$ cat src/rtl/fractcam_pkg.sv
// fractcam_pkg: shared definitions for the fractured-CAM update path.
//   state_t   : update sequencer states (IDLE, SHIFT, SETTLE, DONE)
//   SLICE_W   : key bits per SRL slice (SRL address width)
//   SRL_DEPTH : bits per slice truth table
//   MAX_SLICE : widest AND stage the entry can feed
package fractcam_pkg;

  typedef enum logic [1:0] {
    ST_IDLE   = 2'd0,
    ST_SHIFT  = 2'd1,
    ST_SETTLE = 2'd2,
    ST_DONE   = 2'd3
  } state_t;

  localparam int SLICE_W   = 5;
  localparam int SRL_DEPTH = 32;
  localparam int MAX_SLICE = 6;
  localparam int CNT_W     = $clog2(SRL_DEPTH);

  // Truth-table bit for SRL address 'cnt': the slice matches when every
  // cared-about bit of the address equals the key. Delete forces zero.
  function automatic logic slice_bit(input logic [SLICE_W-1:0] cnt,
                                     input logic [SLICE_W-1:0] key,
                                     input logic [SLICE_W-1:0] mask,
                                     input logic               del);
    return !del && (((cnt ^ key) & ~mask) == '0);
  endfunction

endpackage

$ cat src/rtl/fractcam_slice_pattern.sv
// fractcam_slice_pattern: one bit of serial SRL data for one key slice.
//   cnt  : current SRL address being written (shift counter)
//   key  : key bits of this slice
//   mask : don't-care bits of this slice (1 = ignore)
//   del  : entry delete; forces a zero pattern
//   din  : truth-table bit for address cnt
module fractcam_slice_pattern
  import fractcam_pkg::*;
(
  input  logic [SLICE_W-1:0] cnt,
  input  logic [SLICE_W-1:0] key,
  input  logic [SLICE_W-1:0] mask,
  input  logic               del,
  output logic               din
);

  assign din = slice_bit(cnt, key, mask, del);

endmodule

$ cat src/rtl/fractcam_update_ctrl.sv
// fractcam_update_ctrl: serially programs one fractured-CAM entry.
// Each entry is N_SLICE 32-deep SRLs; an update shifts the 32-bit truth
// table of every slice into the target entry, then waits one cycle for the
// registered AND-stage match path before reporting completion.
//   clk, rst        : clock, synchronous active-high reset
//   s_upd_*         : update request (valid/ready, index, key, mask, del)
//   srl_din         : serial data, one bit per slice, shared by all entries
//   srl_ce          : per-entry shift enable, one-hot on target during SHIFT
//   search_ready    : lookups allowed (entry contents consistent)
//   upd_done        : one-cycle completion pulse
//   upd_err         : with upd_done, index was out of range
module fractcam_update_ctrl
  import fractcam_pkg::*;
#(
  parameter int DEPTH     = 64,
  parameter int KEY_WIDTH = 30,
  parameter int N_SLICE   = 6,
  parameter int IDX_W     = $clog2(DEPTH)
) (
  input  logic                 clk,
  input  logic                 rst,
  input  logic                 s_upd_valid,
  output logic                 s_upd_ready,
  input  logic [IDX_W-1:0]     s_upd_index,
  input  logic [KEY_WIDTH-1:0] s_upd_key,
  input  logic [KEY_WIDTH-1:0] s_upd_mask,
  input  logic                 s_upd_del,
  output logic [N_SLICE-1:0]   srl_din,
  output logic [DEPTH-1:0]     srl_ce,
  output logic                 search_ready,
  output logic                 upd_done,
  output logic                 upd_err
);

  // Elaboration checks
  if (DEPTH % 4 != 0) begin : g_chk_depth
    $error("fractcam_update_ctrl: DEPTH must be a multiple of 4");
  end
  if (KEY_WIDTH != SLICE_W * N_SLICE) begin : g_chk_key
    $error("fractcam_update_ctrl: KEY_WIDTH must equal 5*N_SLICE");
  end
  if (N_SLICE < 1 || N_SLICE > MAX_SLICE) begin : g_chk_slice
    $error("fractcam_update_ctrl: N_SLICE must be in 1..6");
  end

  state_t               state, state_n;
  logic [CNT_W-1:0]     cnt;
  logic [IDX_W-1:0]     idx_q;
  logic [KEY_WIDTH-1:0] key_q, mask_q;
  logic                 del_q, err_q;
  logic                 idle, fire;
  logic [N_SLICE-1:0]   din_raw;
  logic [31:0]          idx_ext;

  assign idle    = (state == ST_IDLE);
  assign fire    = s_upd_valid && idle && !rst;
  assign idx_ext = 32'(s_upd_index);

  // Ready is a state decode; rst gates it so nothing is accepted in reset.
  assign s_upd_ready  = idle && !rst;
  assign search_ready = idle && !rst;

  always_ff @(posedge clk) begin
    if (rst) begin
      state  <= ST_IDLE;
      cnt    <= '0;
      idx_q  <= '0;
      key_q  <= '0;
      mask_q <= '0;
      del_q  <= 1'b0;
      err_q  <= 1'b0;
    end else begin
      state <= state_n;
      if (fire) begin
        idx_q  <= s_upd_index;
        key_q  <= s_upd_key;
        mask_q <= s_upd_mask;
        del_q  <= s_upd_del;
        // Out-of-range index still runs the full sequence, just with no CE.
        err_q  <= (idx_ext >= 32'(DEPTH));
        cnt    <= CNT_W'(SRL_DEPTH - 1);
      end else if (state == ST_SHIFT && cnt != '0) begin
        cnt <= cnt - CNT_W'(1);
      end
    end
  end

  always_comb begin
    state_n = state;
    unique case (state)
      ST_IDLE:   if (fire) state_n = ST_SHIFT;
      ST_SHIFT:  if (cnt == '0) state_n = ST_SETTLE;
      ST_SETTLE: state_n = ST_DONE;
      ST_DONE:   state_n = ST_IDLE;
      default:   state_n = ST_IDLE;
    endcase
  end

  // Per-slice pattern generators; cnt is the SRL address of the bit being
  // shifted now, so after 32 shifts address a holds the bit for cnt==a.
  for (genvar s = 0; s < N_SLICE; s++) begin : g_slice
    fractcam_slice_pattern u_pat (
      .cnt  (cnt),
      .key  (key_q[s*SLICE_W +: SLICE_W]),
      .mask (mask_q[s*SLICE_W +: SLICE_W]),
      .del  (del_q),
      .din  (din_raw[s])
    );
  end

  // Outputs decode from state and latched request only.
  always_comb begin
    srl_din = '0;
    srl_ce  = '0;
    if (state == ST_SHIFT) begin
      srl_din = din_raw;
      if (!err_q) begin
        for (int e = 0; e < DEPTH; e++) begin
          if (idx_q == IDX_W'(e)) srl_ce[e] = 1'b1;
        end
      end
    end
  end

  assign upd_done = (state == ST_DONE);
  assign upd_err  = (state == ST_DONE) && err_q;

endmodule

$ cat config.mk
export PLATFORM = sky130hd
export DESIGN_NAME = fractcam_update_ctrl
export DESIGN_NICKNAME = d
export VERILOG_FILES = /design/src/rtl/fractcam_pkg.sv /design/src/rtl/fractcam_slice_pattern.sv /design/src/rtl/fractcam_update_ctrl.sv
export SDC_FILE = /design/constraint.sdc
export NUM_CORES = 1
export LEC_CHECK = 0
export ABC_AREA = 1
export ABC_CLOCK_PERIOD_IN_PS = 3300
export BUFFER_PORTS_ARGS = -buffer_cell sky130_fd_sc_hd__clkbuf_2
export CORE_MARGIN = 3
export CORE_UTILIZATION = 41
export CTS_CLUSTER_DIAMETER = 80
export DETAILED_ROUTE_END_ITERATION = 8
export HOLD_SLACK_MARGIN = 0.08
export PLACE_DENSITY_LB_ADDON = 0.3
export SETUP_SLACK_MARGIN = 0.4
export SLEW_MARGIN = 20
export SYNTH_ARGS = -nofsm -noshare
export SYNTH_HDL_FRONTEND = slang
export SYNTH_SLANG_ARGS = --single-unit
$ cat constraint.sdc
create_clock -name clk -period 3.3 [get_ports clk]
set_input_delay 0.66 -clock clk [delete_from_list [all_inputs] [get_ports clk]]
set_output_delay 0.66 -clock clk [all_outputs]
set_load 0.05 [all_outputs]
==> results.txt, run 1 <==
* Num rows: 33
* Worst Setup End Kind: output pin
- Port Buffer Count: 142
- Worst Path Required: 2.64 ns
- Total DRC errors in the routed layout: 0
* Yosys reg bits: 74
* Via count of the first global-routing pass: 3,538
- Worst reg-to-reg path cell count: 9
* Cells traversed along the worst timing path: inv_1 -> ha_1 -> nand3_1 -> nor2_1 -> clkbuf_2
* Post-synth top cells: 116 x sky130_fd_sc_hd__nand2_1, 82 x sky130_fd_sc_hd__nor2_1, 74 x sky130_fd_sc_hd__dfxtp_1
- Clock tree synthesis inserted a total of 9 buffers.
* Simple-gate share of the synthesized area: 30.2%
- In the final layout, the share of cells above drive strength 1 is 25.3%.
- The pre-antenna-repair detailed-routing pass consisted of 4 iterations.
* Placeable Area: 0.00842 mm²
* Adder-Cell Fraction of Synth Area: 1.72%
- Setup fix buffers added after clock tree synthesis: 0
- After the last flow step, the layout net total stands at 746.
- Placer congestion estimate: 0.853
* Tightest Pin Transition: 0.834 ns
* Filler Cell Count: 842
- Wire segments on met2 add up to 5.02 mm in the final route.
- Portion of the post-synthesis area used by sequential elements: 40.8%
- For this design the ratio of total power to cell area is 682 mW/mm².
* Multiplexer area fraction after synthesis: 0%
- Maximum fanout count along the critical path: 16
* Minimum clock period: 2.76 ns
- Dividing the final minimum period by the clock period gives 83.7%.
- Maximum number of pins on one net before global-route repair: 68
- After synthesis the cells add up to 0.00363 mm².
- Chip height: 100 µm
- Global routing used 20.0% of the available tracks.
- The critical path is of the reg -> out type.
* Leak: 0.00217 µW
- Worst slew margin relative to its limit: 44.3%
* Clock tree from TritonCTS: done
* Compound-gate portion of the synthesized area: 16.8%
* Worst Min Path Start: mask_q[2]
- Top-Level Pins: 144
- Max H-tree Level: 3
- STA classifies the critical path startpoint as a flop.
- The tree is rooted in a sky130_fd_sc_hd__clkbuf_8.
- The number of gates resized after CTS was 1.
- Between clock sinks in the finished design, the worst skew comes to 0.00485 ns.
* Total of hold buffers inserted after clock tree synthesis: 0
- Setup total negative slack on the finished layout was measured at 0 ns.
- In the synthesized netlist the dominant register cell turns out to be sky130_fd_sc_hd__dfxtp_1.
* Result of the run: complete, no violations
- Timing would allow up to 0.362 GHz.
* Worst reg2reg startpoint: state[0]
- Register clock-pin slew on the reported worst setup and hold paths: 0.07 ns
- Async set or reset register ratio after synthesis: 0%
- Number of enable flip-flop cells after synthesis: 0
* Largest family of logic cells by synthesized area: simple AND/OR/NAND/NOR gates
- The floorplan step defined a die boundary enclosing 0.0100 mm².
- Across all layers, the routed design uses 3,886 vias.
* Global route overflow: 0
- Routed Antenna Nets: 0
- The area growth from synthesis to layout is 24.3%.
* Library cell contributing the largest single delay on the critical path: sky130_fd_sc_hd__nand3_1
- In this run, the number of DRC markers left after iteration 0 of detailed routing was 185.
* Routed wire length per instance: 13.1 µm
- Arrival time worst endpoint: 2.10 ns
- Dividing the detail-routed via count by the number of cells gives 4.98.
- In the post-synthesis netlist, the cell with the most instances is sky130_fd_sc_hd__nand2_1.
- Synthesized area divided by synthesized cell count: 6.63 µm²
- Antenna Cells: 0
* Initial core utilization: 43.2%
- When the netlist entered floorplanning its net count stood at 623.
- The later pin in the worst-skew pair is clocked with a latency of 0.34 ns.
- In the post-synthesis netlist, the biggest area contributors are sky130_fd_sc_hd__dfxtp_1 41%, sky130_fd_sc_hd__nand2_1 12%, sky130_fd_sc_hd__a21oi_1 8.5%.
* Synth Instances: 548
- The detailed router used layers up to and including met4.
- Setup repair after global routing could not meet its margin everywhere.
- Reg2reg end: state[0]
- Across all setup checks in the final design, the least slack found is 0.538 ns.
* Pins over their slew limit: 0
- The first global-routing pass estimated 16.1 mm of wire.
- The initial antenna violation count came to 0.
- The tightest min-delay check is of the reg -> reg type.
- The clock net in this run drives a total of 74 sinks.
- Total Routed Length: 10.2 mm
- The worst-case IR drop observed on VDD is 0.000363 V.
- Met1 wire length: 4.21 mm
* Met3 WL post-DR: 732 µm
- Synth top area share: 40.8%
- In this run the register-to-register setup slack is 1.34 ns.
- The worst hold path passes through 2 cells.
- Die span in x: 100 µm
- Max-cap viol count: 0
* Number of buffers on the longest clock path: 2
* Final-report hold violation count: 0
* Hold Crit Endpoint: mask_q[2]
- During synthesis, Yosys emitted a total of 0 warnings.
- Count of distinct cell types in the synthesized netlist: 22
- Pre-CTS setup slack: 0.713 ns
- The largest single stage delay on the critical path is 0.50 ns.
* Parity-gate share of the synthesized area counting xor and xnor cells: 0%
- The biggest area contributor in the post-synthesis netlist is sky130_fd_sc_hd__dfxtp_1.
* Post-DP HPWL: 7.41 mm
- Setup violations remaining at the end of the flow were counted as 0.
## where the power goes
part / switching (µW) / total, µW / internal [µW]
combinational: 779 / 1130 / 346
sequential: 150 / 1230 / 1080
clock: 324 / 731 / 407
## layer usage
layer	vias up	track usage, %
met1	1715	23.9
met4	0	8.81
met3	19	3.06
met2	142	35.2
li1	2010	-
met5	-	0
## kinds of logic (layout without fill, tap and decap cells)
family                   count (synthesis)  after routing
AND/OR/NAND/NOR                        264            264
other                                    1              1
flip-flops                              74             74
buffers and inverters                   82            209
AO/OA/AOI/OAI                          122            122
adder cells (fa/ha/maj)                  5              5
## through the flow
step	total power (µW)	utilization (%)	std cells	cell area (µm²)	hold slack [ns]
2_1_floorplan	2120	-	548	3630	0.434
3_3_place_gp	2340	51.1	765	4310	0.446
3_5_place_dp	2380	51.1	765	4310	0.452
4_1_cts	3110	53.6	780	4510	0.463
5_1_grt	3320	53.6	780	4520	0.483
6_report	3080	53.6	780	4520	0.460
## sequential cells by signal, summed over array words and instances (netlist names)
register,flops
key_q,30
state,2
cnt,5
mask_q,30
idx_q,6
del_q,1
## worst max-delay path: cells and delay by family, from the launching register on
| kind | cells | cell delay, ns |
|---|---|---|
| fa+ha+maj | 1 | 0.28 |
| flops | 1 | 0.34 |
| simple gates | 2 | 0.75 |
| buf+inv | 2 | 0.39 |
## cell usage in the layout, fill, tap and decap left out, types with 2 or more instances in the layout
master / Yosys / final
sky130_fd_sc_hd__nand2_1: 116 / 116
sky130_fd_sc_hd__ha_1: 5 / 5
sky130_fd_sc_hd__nand2_2: 4 / 4
sky130_fd_sc_hd__dfxtp_1: 74 / 74
sky130_fd_sc_hd__nand3_1: 52 / 52
sky130_fd_sc_hd__buf_4: 5 / 3
sky130_fd_sc_hd__nand4_1: 6 / 6
sky130_fd_sc_hd__o21ai_0: 56 / 56
sky130_fd_sc_hd__clkbuf_2: 0 / 142
sky130_fd_sc_hd__inv_2: 4 / 4
sky130_fd_sc_hd__a21oi_1: 62 / 62
sky130_fd_sc_hd__inv_1: 44 / 44
sky130_fd_sc_hd__nor2_4: 1 / 2
sky130_fd_sc_hd__nor2_1: 82 / 81
sky130_fd_sc_hd__o21ai_1: 4 / 4
sky130_fd_sc_hd__clkbuf_8: 0 / 12
## how the worst max path moves through the flow
stage	from	end	slack, ns	cells past startpoint
final	state[1]	srl_ce[38]	0.54	5
after global routing	state[1]	srl_ce[43]	0.37	5
after detailed placement	state[1]	srl_din[0]	0.71	7
after global placement	state[1]	srl_din[0]	0.78	7
after floorplan	rst	search_ready	0.80	3
after CTS	state[1]	srl_ce[22]	0.52	5
## layout make-up
type	count	area [µm²]	area share, %
clock buffers	13	169	3.74
clock inverters	2	35.0	0.775
inverters	49	186	4.13
multi-input cells	392	1780	39.4
flip-flops and latches	74	1480	32.8
well taps	105	131	2.91
repair buffers	145	733	16.2
(Power assumes the default switching activity.)
==> run 2: changes to the inputs <==
Settings changed: ABC_CLOCK_PERIOD_IN_PS 3300 to 2600.
Clock period 3.3 ns to 2.6 ns, I/O delays scaled along.
==> run 2 against run 1 <==
  * Critical path depth is 1 higher
  * First-iteration DRC count is 11% higher
  * Sequential power is 27% higher
  * Power is 27% higher
  * Highest routed layer unchanged
==> results.txt, run 2 (same netlist as run 1, synthesis figures left out) <==
- Library cell contributing the largest single delay on the critical path: sky130_fd_sc_hd__dfxtp_2
* Worst Setup End Kind: output pin
* Setup clock skew after layout: 0.00694 ns (+0.00209 ns)
- The post-cts hold buffer count was 0 (unchanged).
- Num rows: 33 (unchanged)
- The deepest level of the CTS H-tree came to 3 (unchanged).
- Total global routing track utilization: 19.4% (-0.54 points)
* Placeable Area: 0.00842 mm² (unchanged)
- Fraction of final layout cells with drive strength greater than 1: 28.4% (+3.1 points)
* Accumulated negative setup slack: 0 ns (unchanged)
- Port Buffer Count: 142 (unchanged)
- Final-report hold violation count: 0 (unchanged)
* Leak: 0.00221 µW (+2.0%)
- The critical path ends at srl_ce[12].
* Worst slew margin relative to its limit: 59.1% (+15 points)
- Worst Path Required: 2.08 ns (-0.56 ns)
- Via count of the first global-routing pass: 3,527 (-0.31%)
- The final count of negative-setup-slack endpoints was 0 (unchanged).
- The area growth from synthesis to layout is 30.1%.
- Result of the run: complete, no violations
* Number of CTS-inserted buffers: 9 (unchanged)
- The total power per unit cell area is 829 mW/mm² (+22%).
- Maximum number of pins on one net before global-route repair: 68 (unchanged)
- The setup path with the least slack is of type reg -> out.
- The number of remaining DRC errors was 0 (unchanged).
- Reg-to-reg slack, setup: 0.90 ns (-0.44 ns)
* Insertion delay to the later sink of the worst-skew pair: 0.34 ns (about the same)
- Number of nets in the finished design: 752 (+0.80%)
- Antenna Cells: 0 (unchanged)
- Top-Level Pins: 144 (unchanged)
* Total Routed Length: 10.1 mm (-0.60%)
- Starting DRT DRC Count: 205 (+11%)
* Seq. cell area: 0.00149 mm² (+0.51%)
- Global-route wire length before repair: 15.9 mm (-0.95%)
- Register clock-pin slew on the reported worst setup and hold paths: 0.07 ns (about the same)
* Chip height: 100 µm (unchanged)
* Worst Slack Setup Final: 0.378 ns (-0.159 ns)
- Worst reg-to-reg path cell count: 6 (-3)
- Power after layout: 3920 µW (+27%)
- Placer congestion estimate: 0.818 (-4.1%)
* Reg2reg end: key_q[13]
- The number of max-capacitance violations reported came to 0 (unchanged).
- Static timing analysis puts the maximum clock frequency at 0.450 GHz.
* Multi-input gate area: 0.00185 mm² (+4.1%)
- Number of buffers on the longest clock path: 2 (unchanged)
- The largest fanout on the critical path was 16 (unchanged).
* Arrival time worst endpoint: 1.70 ns (-0.40 ns)
- Post-detailed-route via-to-cell ratio: 5.00 (+0.33%)
* First-pass iteration count of the detailed router: 5 (+1)
* Cells traversed along the worst timing path: inv_2 -> ha_4 -> buf_12 -> nand3_4 -> nor2_1 -> clkbuf_2
- Global route overflow: 0 (unchanged)
* CP startpoint: state[1]
- CP peak stage delay: 0.33 ns (-0.17 ns)
- Counting I/O delays and the setup requirement, the final critical path takes 2.22 ns.
- Floorplan die area: 0.0100 mm² (unchanged)
* Post-route fraction of the period consumed by the critical path: 85.4%
- The largest registers in the layout are key_q: 30 flops, mask_q: 30 flops, idx_q: 6 flops.
- Highest ir drop seen on vdd: 0.000363 V (about the same)
* Type of the worst min-delay path: in -> reg
- In the layout the commonest cells are 116 x sky130_fd_sc_hd__nand2_1, 109 x sky130_fd_sc_hd__clkbuf_2, 72 x sky130_fd_sc_hd__nor2_1.
- Total number of vias: 3,919 (+0.85%)
- Clock tree from TritonCTS: done
* Routed wire length per instance: 12.9 µm (-1.1%)
* Type of element launching the critical path: flop
- Post-DP HPWL: 7.30 mm (-1.6%)
* Filler Cell Count: 836 (-0.71%)
- The width of the die came to 100 µm (unchanged).
- The initial core utilization came to 43.2% (unchanged).
- The cell sitting at the root of the clock tree is a sky130_fd_sc_hd__clkbuf_8.
- Routed Antenna Nets: 0 (unchanged)
* Pre-CTS setup slack: 0.342 ns (-0.371 ns)
- Setup repair after global routing could not meet its margin everywhere.
* Pins over their slew limit: 0 (unchanged)
* Tightest Pin Transition: 0.613 ns (-0.221 ns)
- Number of antenna violations at the first check in global routing: 0 (unchanged)
* CTS sink count: 74 (unchanged)
* Cell depth of the worst min-delay path: 3 (+1)
- The startpoint identified for the worst register-to-register timing path is state[0].
- The library cell used most frequently in the layout, excluding fill and tap cells, is sky130_fd_sc_hd__nand2_1.
run 2: worst min path at each step:
stage	slack [ns]	end	from
final	0.36	mask_q[16]	s_upd_mask[16]
after CTS	0.35	mask_q[4]	s_upd_mask[4]
after floorplan	0.43	mask_q[0]	mask_q[0]
after detailed placement	0.45	mask_q[7]	mask_q[7]
after global placement	0.45	mask_q[12]	mask_q[12]
after global routing	0.36	mask_q[4]	s_upd_mask[4]
run 2: area by class of cell:
cell class	instances	area share, %
multi-input cells	392	39.2
flip-flops and latches	74	31.5
repair buffers	151	19.1
inverters	49	4.00
clock buffers	13	3.36
well taps	105	2.78
run 2: repair_timing:
action	in CTS	in global routing
resized for setup	24	60
setup buffers	2	1
pin swaps	2	2
setup endpoints to repair	70	66
run 2: routing by layer:
metal  track usage [%]  up-vias  share of wire, %
li1                  -     2017                 -
met1              26.0     1744                44
met2              31.0      141                47
met3              3.06       17               6.8
met4              8.39        0               2.0
met5                 0        -                 0
run 2: power breakdown:
group	total, µW	internal [µW]	switching [µW]
Sequential	1560	1370	188
Clock	758	384	374
Combinational	1600	552	1050
Total	3920	2310	1610
run 2: metrics by stage:
step	hold WS (ns)	cell area, µm²	util (%)	std cells
after detailed placement	0.454	4360	51.8	768
final	0.365	4730	56.1	784
after global routing	0.363	4730	56.1	784
after floorplan	0.434	3650	-	548
after CTS	0.354	4620	54.8	783
after global placement	0.447	4360	51.8	768
run 2: critical path: cells and delay by family, from the launching register on:
family	cells	cell delay [ns]
simple gates	2	0.34
fa+ha+maj	1	0.20
flops	1	0.33
buf+inv	3	0.48
